===== src/rtl/nr_divider_param.sv =====
// Sequential non-restoring divider, WIDTH-bit operands.
// Optional two's-complement mode, divide-by-zero and overflow flags.
module nr_divider_param #(
  parameter int WIDTH     = 8,
  parameter int SIGNED_EN = 1
) (
  input  logic             clk,
  input  logic             rst,
  input  logic             start,
  input  logic             signed_mode,
  input  logic [WIDTH-1:0] dividend,
  input  logic [WIDTH-1:0] divisor,
  output logic             busy,
  output logic             done,
  output logic [WIDTH-1:0] quotient,
  output logic [WIDTH-1:0] remainder,
  output logic             div_by_zero,
  output logic             overflow
);

  localparam int CW = $clog2(WIDTH + 1);
  localparam logic [WIDTH-1:0] MINV = {1'b1, {(WIDTH-1){1'b0}}};
  localparam logic [WIDTH-1:0] ONES = {WIDTH{1'b1}};

  typedef enum logic [1:0] {
    IDLE,
    RUN,
    FIX
  } state_t;

  state_t state, state_n;

  logic [WIDTH:0]   a, a_n;
  logic [WIDTH-1:0] q, q_n;
  logic [WIDTH-1:0] m, m_n;
  logic [CW-1:0]    cnt, cnt_n;
  logic             sq, sq_n;
  logic             sr, sr_n;
  logic             dzp, dzp_n;
  logic             ovp, ovp_n;
  logic             busy_n, done_n;
  logic [WIDTH-1:0] quo_n, rem_n;
  logic             dz_n, ov_n;

  logic             sm;
  logic             negd, negs;
  logic [WIDTH-1:0] magd, mags;
  logic [WIDTH:0]   shifted, na;
  logic [WIDTH-1:0] afix;

  assign sm   = signed_mode & (SIGNED_EN != 0);
  assign negd = sm & dividend[WIDTH-1];
  assign negs = sm & divisor[WIDTH-1];
  assign magd = negd ? (~dividend + 1'b1) : dividend;
  assign mags = negs ? (~divisor + 1'b1) : divisor;

  assign shifted = {a[WIDTH-1:0], q[WIDTH-1]};
  assign na      = a[WIDTH] ? (shifted + {1'b0, m})
                            : (shifted - {1'b0, m});
  assign afix    = a[WIDTH] ? (a[WIDTH-1:0] + m) : a[WIDTH-1:0];

  // State and datapath registers
  always_ff @(posedge clk or posedge rst) begin
    if (rst) begin
      state       <= IDLE;
      a           <= '0;
      q           <= '0;
      m           <= '0;
      cnt         <= '0;
      sq          <= 1'b0;
      sr          <= 1'b0;
      dzp         <= 1'b0;
      ovp         <= 1'b0;
      busy        <= 1'b0;
      done        <= 1'b0;
      quotient    <= '0;
      remainder   <= '0;
      div_by_zero <= 1'b0;
      overflow    <= 1'b0;
    end else begin
      state       <= state_n;
      a           <= a_n;
      q           <= q_n;
      m           <= m_n;
      cnt         <= cnt_n;
      sq          <= sq_n;
      sr          <= sr_n;
      dzp         <= dzp_n;
      ovp         <= ovp_n;
      busy        <= busy_n;
      done        <= done_n;
      quotient    <= quo_n;
      remainder   <= rem_n;
      div_by_zero <= dz_n;
      overflow    <= ov_n;
    end
  end

  // Next-state, iteration step and result fix-up
  always_comb begin
    state_n = state;
    a_n     = a;
    q_n     = q;
    m_n     = m;
    cnt_n   = cnt;
    sq_n    = sq;
    sr_n    = sr;
    dzp_n   = dzp;
    ovp_n   = ovp;
    busy_n  = busy;
    done_n  = 1'b0;
    quo_n   = quotient;
    rem_n   = remainder;
    dz_n    = div_by_zero;
    ov_n    = overflow;
    unique case (state)
      IDLE: begin
        if (start) begin
          a_n    = '0;
          q_n    = magd;
          m_n    = mags;
          cnt_n  = CW'(WIDTH);
          sq_n   = negd ^ negs;
          sr_n   = negd;
          dzp_n  = (divisor == '0);
          ovp_n  = sm & (dividend == MINV) & (divisor == ONES);
          busy_n = 1'b1;
          state_n = (divisor == '0) ? FIX : RUN;
        end
      end
      RUN: begin
        a_n   = na;
        q_n   = {q[WIDTH-2:0], ~na[WIDTH]};
        cnt_n = cnt - 1'b1;
        if (cnt == CW'(1)) state_n = FIX;
      end
      FIX: begin
        a_n = {1'b0, afix};
        if (dzp) begin
          // q still holds |dividend|; undo the magnitude to return it raw
          quo_n = ONES;
          rem_n = sr ? (~q + 1'b1) : q;
        end else begin
          quo_n = sq ? (~q + 1'b1) : q;
          rem_n = sr ? (~afix + 1'b1) : afix;
        end
        dz_n    = dzp;
        ov_n    = ovp;
        done_n  = 1'b1;
        busy_n  = 1'b0;
        state_n = IDLE;
      end
      default: state_n = IDLE;
    endcase
  end

endmodule


===== config.mk =====
export PLATFORM = sky130hd
export DESIGN_NAME = nr_divider_param
export DESIGN_NICKNAME = d
export VERILOG_FILES = /design/src/rtl/nr_divider_param.sv
export SDC_FILE = /design/constraint.sdc
export NUM_CORES = 1
export LEC_CHECK = 0
export BUFFER_PORTS_ARGS = -buffer_cell sky130_fd_sc_hd__buf_2
export CORE_AREA = 2 2 98 100
export CTS_CLUSTER_DIAMETER = 50
export DETAILED_ROUTE_END_ITERATION = 12
export DIE_AREA = 0 0 100 102
export GPL_ROUTABILITY_DRIVEN = 0
export GPL_TIMING_DRIVEN = 1
export MAX_ROUTING_LAYER = met4
export SKIP_LAST_GASP = 1
export SYNTH_ARGS = -nofsm -noshare
export SYNTH_HDL_FRONTEND = slang
export SYNTH_SLANG_ARGS = --single-unit
export TNS_END_PERCENT = 1

===== constraint.sdc =====
create_clock -name clk -period 4 [get_ports clk]
set_input_delay 0.2 -clock clk [delete_from_list [all_inputs] [get_ports clk]]
set_output_delay 0.2 -clock clk [all_outputs]
set_load 0.01 [all_outputs]

==> flow_summary.json <==
{
  "crit_slowest_cell": "dfrtp_1",
  "ys.flop_type": "dfrtp_1",
  "synthesis.area_mm2": 0.00404,
  "slowest_delay_ns": 0.47,
  "end_kind": "register",
  "ctsResizeCount": 0,
  "mostFrequentLayoutCell": "nand2_1",
  "grt_pass1_wl_um": 16100,
  "cp_top_family": "compound AO/OA/AOI/OAI gates",
  "slew_viol_final": 0,
  "drv_cap": 0,
  "antenna_found_initial": 0,
  "post_cts_buffers": 0,
  "r2r-start": "a[0]",
  "grt_pass1_vias": 3281,
  "startpoint_type": "register",
  "drt_iter0_markers": 141,
  "clk_pin_slew_worst_paths_ns": 0.11,
  "cts_tree": "built",
  "cts_buffers": 5,
  "diodes": 0,
  "avgSynthCellArea_um2": 8.45,
  "status": "finished clean",
  "maxSlewHeadroom_pct": 21.8,
  "ys_seq_area_share_pct": 34.1,
  "clock.fmax_ghz": 0.342,
  "synth-edff-count": 0,
  "min_path_type": "in -> async",
  "routed-via-count": 3406,
  "synthArstFlopShare_pct": 100,
  "yosysTopAreaCellShare_pct": 34.1,
  "period_needed_ns": 2.93,
  "arrival_ns": 3.14,
  "die-area_mm2": 0.0102,
  "power.density_cell_area_mw_per_mm2": 790,
  "coreArea_mm2": 0.00911,
  "synth.distinct_cells": 62,
  "p_total_mw": 3.47,
  "r2r-end": "remainder[7]",
  "synth.ff_latch_count": 55,
  "start_util_pct": 44.3,
  "ir_drop_mv": 0.237,
  "htreeDepth": 2,
  "cp.required_ns": 4.22,
  "crit_type": "reg -> reg",
  "hpwl_um": 7240,
  "cts.sinks": 55,
  "syn_nets": 527,
  "rows": 35,
  "dpl_cell_area_mm2": 0.00429,
  "finish.utilization_pct": 48.3,
  "layout-drive-gt1-share_pct": 13.4,
  "netlist_instances": 478,
  "port_buffers": 39,
  "critical_path.cell_chain": "ha_1 -> fa_1 -> a211o_1 -> a21o_1 -> a31o_1 -> or2_4 -> o41ai_4 -> mux2i_1 -> a311o_1",
  "grt_overflow_total": 0,
  "clock_path_buffers": 2,
  "seq_area_mm2": 0.00138,
  "routed_via_density": 5.49,
  "reg2reg_depth": 9,
  "grt_max_degree": 56,
  "fin_area_mm2": 0.00440,
  "post_drt_wl_per_cell_um": 15.5,
  "ant_nets": 0,
  "pin_count": 40,
  "finalSetupViolations": 0,
  "multiInputGateArea_mm2": 0.00244,
  "reg2reg_slack_ns": 1.07,
  "grt_use_total_pct": 20.3,
  "area_growth_pct": 8.92,
  "path_max_fanout": 6,
  "rsz0062_at_grt": "false",
  "holdBufCountCts": 0,
  "fin_crit_sh_pct": 73.1,
  "tns_ns": 0,
  "final_cell_mix": "nand2_1 (61), dfrtp_1 (55), o21ai_0 (47)",
  "ys_warn_count": 0,
  "drt-total-wl_um": 9590,
  "leakage_nw": 2.02,
  "die_h_um": 102,
  "report.final.hold_viol_count": 0,
  "clock_latency_ns": 0.32,
  "nets": 557,
  "tightest_slew_ns": 1.17,
  "cts-root-buf": "clkbuf_8",
  "drt_first_pass_iters": 5,
  "fillers": 927,
  "die_width_um": 100,
  "drc": 0,
  "yosys.area.top_type": "dfrtp_1",
  "skew_ns": 0.00964,
  "path_buf_inv": 0,
  "synthTopCellsByArea": "dfrtp_1 (34%), ha_1 (8.4%), o21ai_0 (5.8%)"
}
-- worst max path at each step --
stage / startpoint / endpoint / cells after the start
2_1_floorplan: a[8] / a[8] / 11
3_3_place_gp: a[0] / remainder[7] / 9
3_5_place_dp: a[0] / remainder[7] / 9
4_1_cts: a[0] / remainder[7] / 9
5_1_grt: m[1] / a[8] / 11
6_report: a[0] / remainder[7] / 9
-- flip-flops by register name, indices dropped and copies added, names as in the netlist --
signal	cells
a	9
busy	1
cnt	4
div_by_zero	1
done	1
dzp	1
m	8
overflow	1
ovp	1
q	8
quotient	8
remainder	8
sq	1
sr	1
state	2
-- cells by family after synthesis --
group	synth area share, %
buffers and inverters	5.45
adder cells (fa/ha/maj)	9.36
AO/OA/AOI/OAI	20.2
AND/OR/NAND/NOR	19.1
multiplexers	4.21
XOR/XNOR	7.59
flip-flops	34.1
-- per-layer routing --
| metal | wire (um) | GRT usage, % |
|---|---|---|
| met1 | 4830 | 28.1 |
| met2 | 4350 | 32.3 |
| met3 | 254 | 1.78 |
| met4 | 149 | 5.48 |
| met5 | 0 | - |
-- area by class of cell --
class	instances	share of cell area, %
multi-input combinational	375	55.5
sequential	55	31.3
timing repair buffer	43	5.12
tap	111	3.16
inverter	28	2.39
clock buffer	6	1.65
clock inverter	2	0.882
-- worst min-delay path, stage by stage --
cell   delay (ns)
buf_2        0.10
inv_2        0.03
buf_4        0.56
-- cell usage after synthesis, types with 3 or more instances --
master / number
clkbuf_1: 15
a22oi_1: 5
or3_1: 7
xnor2_1: 18
nor2_1: 38
buf_6: 3
mux2i_1: 8
nand3_1: 11
a21o_1: 5
xor2_1: 17
nand2_1: 61
o21ai_0: 47
nor2b_1: 9
dfrtp_1: 55
ha_1: 27
o41ai_1: 4
a21oi_1: 44
nor3_1: 13
mux2_2: 6
inv_1: 28
o221ai_1: 3
nand2b_1: 4
nand3b_1: 3
-- through the flow --
stage	hold WS [ns]	setup slack, ns	std cells
after floorplan	0.317	1.08	478
after global placement	0.438	1.14	612
after detailed placement	0.447	1.09	612
after CTS	0.0939	1.07	620
after global routing	0.132	0.845	620
final	0.0571	1.07	620
-- power breakdown --
part,switching [mW],total (mW),leakage (nW),internal (mW)
sequential,0.286,1.06,0.698,0.774
clock,0.198,0.387,0.0558,0.190
combinational,1.16,2.03,1.26,0.861
total,1.65,3.47,2.02,1.82
No activity file was read; power rests on OpenSTA's default activity.
